===== src/rtl/control_sequencer.sv =====
// Multi-cycle instruction sequencer: fetch/decode/execute FSM driving PC, IR, RF and data memory.
// Optional macro CTRL_SEQ_RETIRE_CNT_EN adds a saturating retired-instruction counter.
module control_sequencer #(
    parameter int unsigned DA_W = 8,
    parameter int unsigned RA_W = 4,
    localparam int unsigned IR_W = 4 + DA_W + RA_W
) (
    input  logic            Clk,
    input  logic            Reset_n,
    input  logic [IR_W-1:0] IR,
    input  logic            D_rdy,
    input  logic            Resume,
    output logic            PC_clr,
    output logic            IR_ld,
    output logic            PC_up,
    output logic            D_wr,
    output logic            RF_s,
    output logic            RF_W_en,
    output logic [DA_W-1:0] D_addr,
    output logic [RA_W-1:0] RF_Ra_addr,
    output logic [RA_W-1:0] RF_Rb_addr,
    output logic [RA_W-1:0] RF_W_addr,
    output logic [2:0]      Alu_s0,
    output logic            Halted,
    output logic            Illegal,
    output logic [15:0]     Retired_cnt
);

    localparam int unsigned B = DA_W + RA_W;

    typedef enum logic [3:0] {
        S_INIT   = 4'd0,
        S_FETCH  = 4'd1,
        S_DECODE = 4'd2,
        S_NOOP   = 4'd3,
        S_STORE  = 4'd4,
        S_LOAD_A = 4'd5,
        S_LOAD_B = 4'd6,
        S_ALU    = 4'd7,
        S_HALT   = 4'd8
    } state_t;

    state_t     state;
    state_t     state_nx;
    logic [3:0] opcode;
    logic       illegal_set;
    logic       illegal_q;

    assign opcode = IR[IR_W-1:B];

    always_ff @(posedge Clk or negedge Reset_n) begin
        if (!Reset_n) state <= S_INIT;
        else          state <= state_nx;
    end

    // Next state and Moore/Mealy outputs from state and IR fields
    always_comb begin
        state_nx    = S_INIT;
        PC_clr      = 1'b0;
        IR_ld       = 1'b0;
        PC_up       = 1'b0;
        D_wr        = 1'b0;
        RF_s        = 1'b0;
        RF_W_en     = 1'b0;
        D_addr      = '0;
        RF_Ra_addr  = '0;
        RF_Rb_addr  = '0;
        RF_W_addr   = '0;
        Alu_s0      = 3'd0;
        Halted      = 1'b0;
        illegal_set = 1'b0;
        case (state)
            S_INIT: begin
                PC_clr   = 1'b1;
                state_nx = S_FETCH;
            end
            S_FETCH: begin
                IR_ld    = 1'b1;
                PC_up    = 1'b1;
                state_nx = S_DECODE;
            end
            S_DECODE: begin
                case (opcode)
                    4'd0:                      state_nx = S_NOOP;
                    4'd1:                      state_nx = S_STORE;
                    4'd2:                      state_nx = S_LOAD_A;
                    4'd3, 4'd4, 4'd6, 4'd7, 4'd8: state_nx = S_ALU;
                    4'd5:                      state_nx = S_HALT;
                    default: begin
                        state_nx    = S_NOOP;
                        illegal_set = 1'b1;
                    end
                endcase
            end
            S_NOOP: state_nx = S_FETCH;
            S_STORE: begin
                D_addr     = IR[DA_W-1:0];
                D_wr       = 1'b1;
                RF_Ra_addr = IR[B-1 -: RA_W];
                state_nx   = D_rdy ? S_FETCH : S_STORE;
            end
            S_LOAD_A, S_LOAD_B: begin
                D_addr    = IR[B-1:RA_W];
                RF_s      = 1'b1;
                RF_W_addr = IR[RA_W-1:0];
                RF_W_en   = (state == S_LOAD_B);
                if (state == S_LOAD_B) state_nx = S_FETCH;
                else                   state_nx = D_rdy ? S_LOAD_B : S_LOAD_A;
            end
            S_ALU: begin
                RF_Ra_addr = IR[B-1 -: RA_W];
                RF_Rb_addr = IR[B-RA_W-1 -: RA_W];
                RF_W_addr  = IR[RA_W-1:0];
                RF_W_en    = 1'b1;
                case (opcode)
                    4'd3:    Alu_s0 = 3'd1;
                    4'd4:    Alu_s0 = 3'd2;
                    4'd6:    Alu_s0 = 3'd3;
                    4'd7:    Alu_s0 = 3'd4;
                    4'd8:    Alu_s0 = 3'd5;
                    default: Alu_s0 = 3'd0;
                endcase
                state_nx = S_FETCH;
            end
            S_HALT: begin
                Halted   = 1'b1;
                state_nx = Resume ? S_FETCH : S_HALT;
            end
            default: state_nx = S_INIT;
        endcase
    end

    // Sticky illegal-opcode flag, cleared only by reset
    always_ff @(posedge Clk or negedge Reset_n) begin
        if (!Reset_n)         illegal_q <= 1'b0;
        else if (illegal_set) illegal_q <= 1'b1;
    end

    assign Illegal = illegal_q;

`ifdef CTRL_SEQ_RETIRE_CNT_EN
    logic        retire;
    logic [15:0] retired_q;

    assign retire = (state == S_NOOP) || (state == S_LOAD_B) || (state == S_ALU)
                  || ((state == S_STORE) && D_rdy)
                  || ((state == S_DECODE) && (state_nx == S_HALT));

    always_ff @(posedge Clk or negedge Reset_n) begin
        if (!Reset_n)                            retired_q <= 16'h0000;
        else if (retire && retired_q != 16'hFFFF) retired_q <= retired_q + 16'd1;
    end

    assign Retired_cnt = retired_q;
`else
    assign Retired_cnt = 16'h0000;
`endif

endmodule

===== config.mk =====
export PLATFORM = sky130hd
export DESIGN_NAME = control_sequencer
export DESIGN_NICKNAME = d
export VERILOG_FILES = /design/src/rtl/control_sequencer.sv
export SDC_FILE = /design/constraint.sdc
export NUM_CORES = 1
export LEC_CHECK = 0
export ABC_AREA = 1
export CORE_MARGIN = 3
export CORE_UTILIZATION = 33
export CTS_CLUSTER_DIAMETER = 60
export DETAILED_ROUTE_END_ITERATION = 16
export PLACE_DENSITY = 0.9
export REMOVE_ABC_BUFFERS = 1
export SETUP_SLACK_MARGIN = 0.5
export SYNTH_ARGS = -nofsm -noshare
export SYNTH_HDL_FRONTEND = slang
export SYNTH_SLANG_ARGS = --single-unit

===== constraint.sdc =====
create_clock -name Clk -period 1.99 [get_ports Clk]
set_input_delay 0.2985 -clock Clk [delete_from_list [all_inputs] [get_ports Clk]]
set_output_delay 0.2985 -clock Clk [all_outputs]
set_load 0.05 [all_outputs]

==> flow_summary.yaml, run 1 <==
global_route:
  grt_start_max_net_pins: 9
  antenna_found_initial: 0
placement:
  gp_congestion: 0.8809
  dp_hpwl_um: 2514
  io_buffers: 50
  place_ws_ns: 0.1567
  postPlaceCellArea_um2: 1444
synthesis:
  synth_seq_cells: 5
  muxShareOfSynthArea: 0
  synth_area_um2: 735.7
  avgSynthCellArea_um2: 5.748
  yosysSeqAreaShare: 0.1701
  synth_xor_area_frac: 0
  yosysWarnings: 0
  synth-simple-area-share: 0.3520
  synth_cells: 128
  synth_top_family_by_area: "simple AND/OR/NAND/NOR gates"
  synthDistinctLibCells: 22
  synth_compound_area_frac: 0.1565
  yosys.area_share.adder: 0
timing:
  endpoint_type: "top-level output"
  postGrtWorstEndpoint: "RF_Ra_addr[1]"
die:
  start_util: 0.3603
  ios: 67
  die_x_um: 53.22
  rows: 16
  chipHeight_um: 53.22
run_status:
  status: "stopped before the end"
  error_line: "[ERROR DPL-0033] detailed placement checks failed during check placement."
  lastStage: "5_1_grt"
clocking:
  clock-sinks: 5
  cts_max_level: 1
  max-clock-path-buffers: 2
  ctsRootBufferMaster: "clkbuf_4"
  cts_buffers: 3
==> logic make-up after synthesis <==
family	after synthesis
and+or+nand+nor	57
DFF	5
buffers and inverters	45
AOI/OAI and AO/OA	20
other	1
==> synthesized netlist by cell type <==
cell / instances / share of area
nand2_1: 20 / 0.10
o21bai_1: 1 / 0.010
dfrtp_1: 5 / 0.17
o21ai_0: 3 / 0.020
nor3_1: 1 / 0.0068
nor2_4: 2 / 0.031
o31ai_1: 1 / 0.010
nor2_2: 3 / 0.026
conb_1: 1 / 0.0051
buf_4: 17 / 0.17
o22ai_1: 8 / 0.068
inv_1: 23 / 0.12
nor2_1: 23 / 0.12
a21oi_1: 4 / 0.027
and2_1: 1 / 0.0085
clkinv_1: 1 / 0.0051
nand3_1: 2 / 0.014
nand2_2: 3 / 0.026
nor3_2: 1 / 0.014
inv_2: 4 / 0.020
o21ai_1: 3 / 0.020
nand4_1: 1 / 0.0085
==> what timing repair did <==
item | 4_1_cts
buffers inserted | 11
resized for setup | 55
pin swaps | 5
setup endpoints to repair | 30
hold buffers | 0
==> stage by stage <==
step | std cells | hold slack [ns]
CTS | 219 | 0.2696
detailed placement | 204 | 0.4770
global placement | 204 | 0.4765
floorplan | 126 | 0.002909
==> run 2, diff against run 1 <==
CORE_AREA = 3 3 64 66   (was not set)
CORE_MARGIN = not set   (was 3)
CORE_UTILIZATION = not set   (was 33)
CTS_CLUSTER_DIAMETER = not set   (was 60)
DIE_AREA = 0 0 67 69   (was not set)
PLACE_DENSITY = not set   (was 0.9)
PLACE_DENSITY_LB_ADDON = 0.15   (was not set)
SETUP_SLACK_MARGIN = not set   (was 0.5)
==> run 2 against run 1 <==
  * The flow now finishes without violations
  * Synthesized cell count unchanged
  * Area after synthesis unchanged
==> flow_summary.yaml, run 2 <==
drt:
  drt-initial-drc-count: 19
  first_pass_iters: 4
  vias: 923
  ant_nets: 0
  wl_per_cell_um: 11.06
  drc_errors: 0
  drt_wl_total_um: 2533
  drt-vias-per-instance: 4.031
placement:
  dp_hpwl_um: 2274
  gp_congestion: 0.8053
  io_buffers: 50
  dp_cells: 225
clocking:
  clock_latency_ns: 0.22
  ctsRootBufferMaster: "clkbuf_8"
  clkTransAtPathRegs_ns: 0.04
  clock-sinks: 5
  cts_tree: "yes"
  hold_buffers: 0
  cts_max_level: 1
  max-clock-path-buffers: 2
  cts_setup_buffers: 0
  cts_buffers: 3
  cts_resized: 0
layout:
  area_growth_pct: 112.8
  drive_gt1_frac: 0.2597
  fin_cells: 229
  diodes: 0
  fillers: 397
  regMostFlops: "state"
  fin_nets: 202
  largest_reg_flops: 4
  final_common_cell: "buf_12"
  final_cell_mix: "buf_12 (29), inv_1 (23), nor2_1 (23), nand2_1 (20), clkdlybuf4s50_1 (20)"
synthesis:
  netlist.area_leader.share: 0.1735
  synth_commonest_cells: "inv_1 (23), nor2_1 (23), nand2_1 (20)"
  synth_seq_cells: 5
  synth_top_cell_by_area: "buf_4"
  synth_area_leaders: "buf_4 (17%), dfrtp_1 (17%), inv_1 (12%)"
  avgSynthCellArea_um2: 5.748
  synth_ff_type: "dfrtp_1"
  yosysWarnings: 0
  synthDistinctLibCells: 22
  yosysSeqAreaShare: 0.1701
  synth_area_um2: 735.7
  synth-edff-count: 0
  synthArstFlopShare: 1.000
  synth_cells: 128
power_and_ir_drop:
  vdd.ir_drop.worst_uv: 646.1
  finalPower_mw: 2.015
  powerDensity_nw_per_um2: 1287
  cellLeakagePower_nw: 0.7528
critical_path:
  critical_path.top_delay_family: "simple AND/OR/NAND/NOR gates"
  crit_cells: 6
  crit_chain: "nor2_4 > nand2_1 > nand2_2 > inv_2 > o22ai_1 > buf_12"
  crit_path_max_fanout: 8
  crit_required_ns: 1.69
  cp_num_buf_inv: 2
  cp.arrival_ns: 1.59
  cpPeakStageDelay_ns: 0.42
  crit_slowest_cell: "dfrtp_1"
  path_class: "flop to output port"
  endpoint_kind: "output port"
  worstRegToRegCells: 6
  start_kind: "flop"
global_route:
  grt_start_max_net_pins: 11
  grt_pass1_wl_um: 4084
  track_usage: 0.1102
  grt_pass1_vias: 900
  antenna_found_initial: 0
  overflow: 0
timing:
  period_needed_ns: 1.891
  hold_viol: 0
  fin_crit_sh: 0.9501
  slew_violations: 0
  fmax_mhz: 528.9
  fin_hold_ws_ns: 0.3014
  finClkSkew_ns: 0.0006766
  rsz0062_at_grt: "yes"
  finalSetupViolCount: 0
die:
  rows: 22
  die_area_um2: 4623
  chipHeight_um: 69
  die_x_um: 67
  coreArea_um2: 3633
  start_util: 0.2025
  ios: 67
run_status:
  status: "finished, final reports clean"
min_path:
  hold_class: "input pin to async pin"
flow_run:
  maxCapViolCount: 0
## run 2: cell counts after synthesis
Identical to the previous run, type by type.
## run 2: per-layer routing
metal | wire length [um] | GRT usage | vias up
met5 | 0 | 0 | -
met4 | 0 | 0.02703 | 0
met3 | 249 | 0.01792 | 0
met2 | 1234 | 0.2009 | 58
met1 | 1048 | 0.1294 | 392
li1 | - | - | 473
## run 2: worst reg2reg max path, cell delays in order, from the launching register on
cell	delay, ns
dfrtp_1	0.36
inv_1	0.11
nor2_4	0.06
nand2_2	0.19
inv_2	0.10
a21oi_1	0.17
nand4_1	0.10
## run 2: final timing paths
| check | from | to | slack (ns) |
|---|---|---|---|
| worst max-delay path | state[3] | D_addr[5] | 0.1 |
| worst min-delay path | Reset_n | state[0] | 0.30 |
| worst max register to register | state[2] | state[0] | 0.77 |
| worst min register to register | Illegal | Illegal | 0.47 |
| max in group asynchronous | Reset_n | state[1] | 1.50 |
| min in group Clk | Illegal | Illegal | 0.47 |
## run 2: where the power goes
part,total [mW],leakage [nW],internal [mW],switching [mW]
sequential,0.178,0.0607,0.143,0.0352
combinational,1.65,0.669,0.643,1.01
clock,0.187,0.0228,0.138,0.0497
total,2.01,0.753,0.924,1.09
## run 2: cell families (layout without fill, tap and decap cells)
group / after synthesis / after routing / share of synthesized area
AND/OR/NAND/NOR: 57 / 57 / 0.3520
buffers and inverters: 45 / 83 / 0.3163
AO/OA/AOI/OAI: 20 / 20 / 0.1565
flip-flops: 5 / 5 / 0.1701
other: 1 / 16 / 0.005097
## run 2: area by class of cell
cell class,count,area [um^2],share of cell area
clock buffers,4,45.04,0.02878
inverters,28,105.1,0.06715
multi-input cells,93,434.2,0.2774
flip-flops and latches,5,125.1,0.07994
well taps,48,60.06,0.03837
repair buffers,51,795.8,0.5084
## run 2: metrics by stage
stage / setup WS [ns] / TNS [ns] / util / instance area [um^2]
4_1_cts: 0.09494 / 0 / 0.4308 / 1565
2_1_floorplan: -0.1008 / -0.8065 / - / 664.4
3_3_place_gp: 0.2282 / 0 / 0.4184 / 1520
6_report: 0.09923 / 0 / 0.4308 / 1565
3_5_place_dp: 0.2052 / 0 / 0.4184 / 1520
5_1_grt: -0.02461 / -0.08998 / 0.4308 / 1565
No activity file was read; power rests on OpenSTA's default activity.
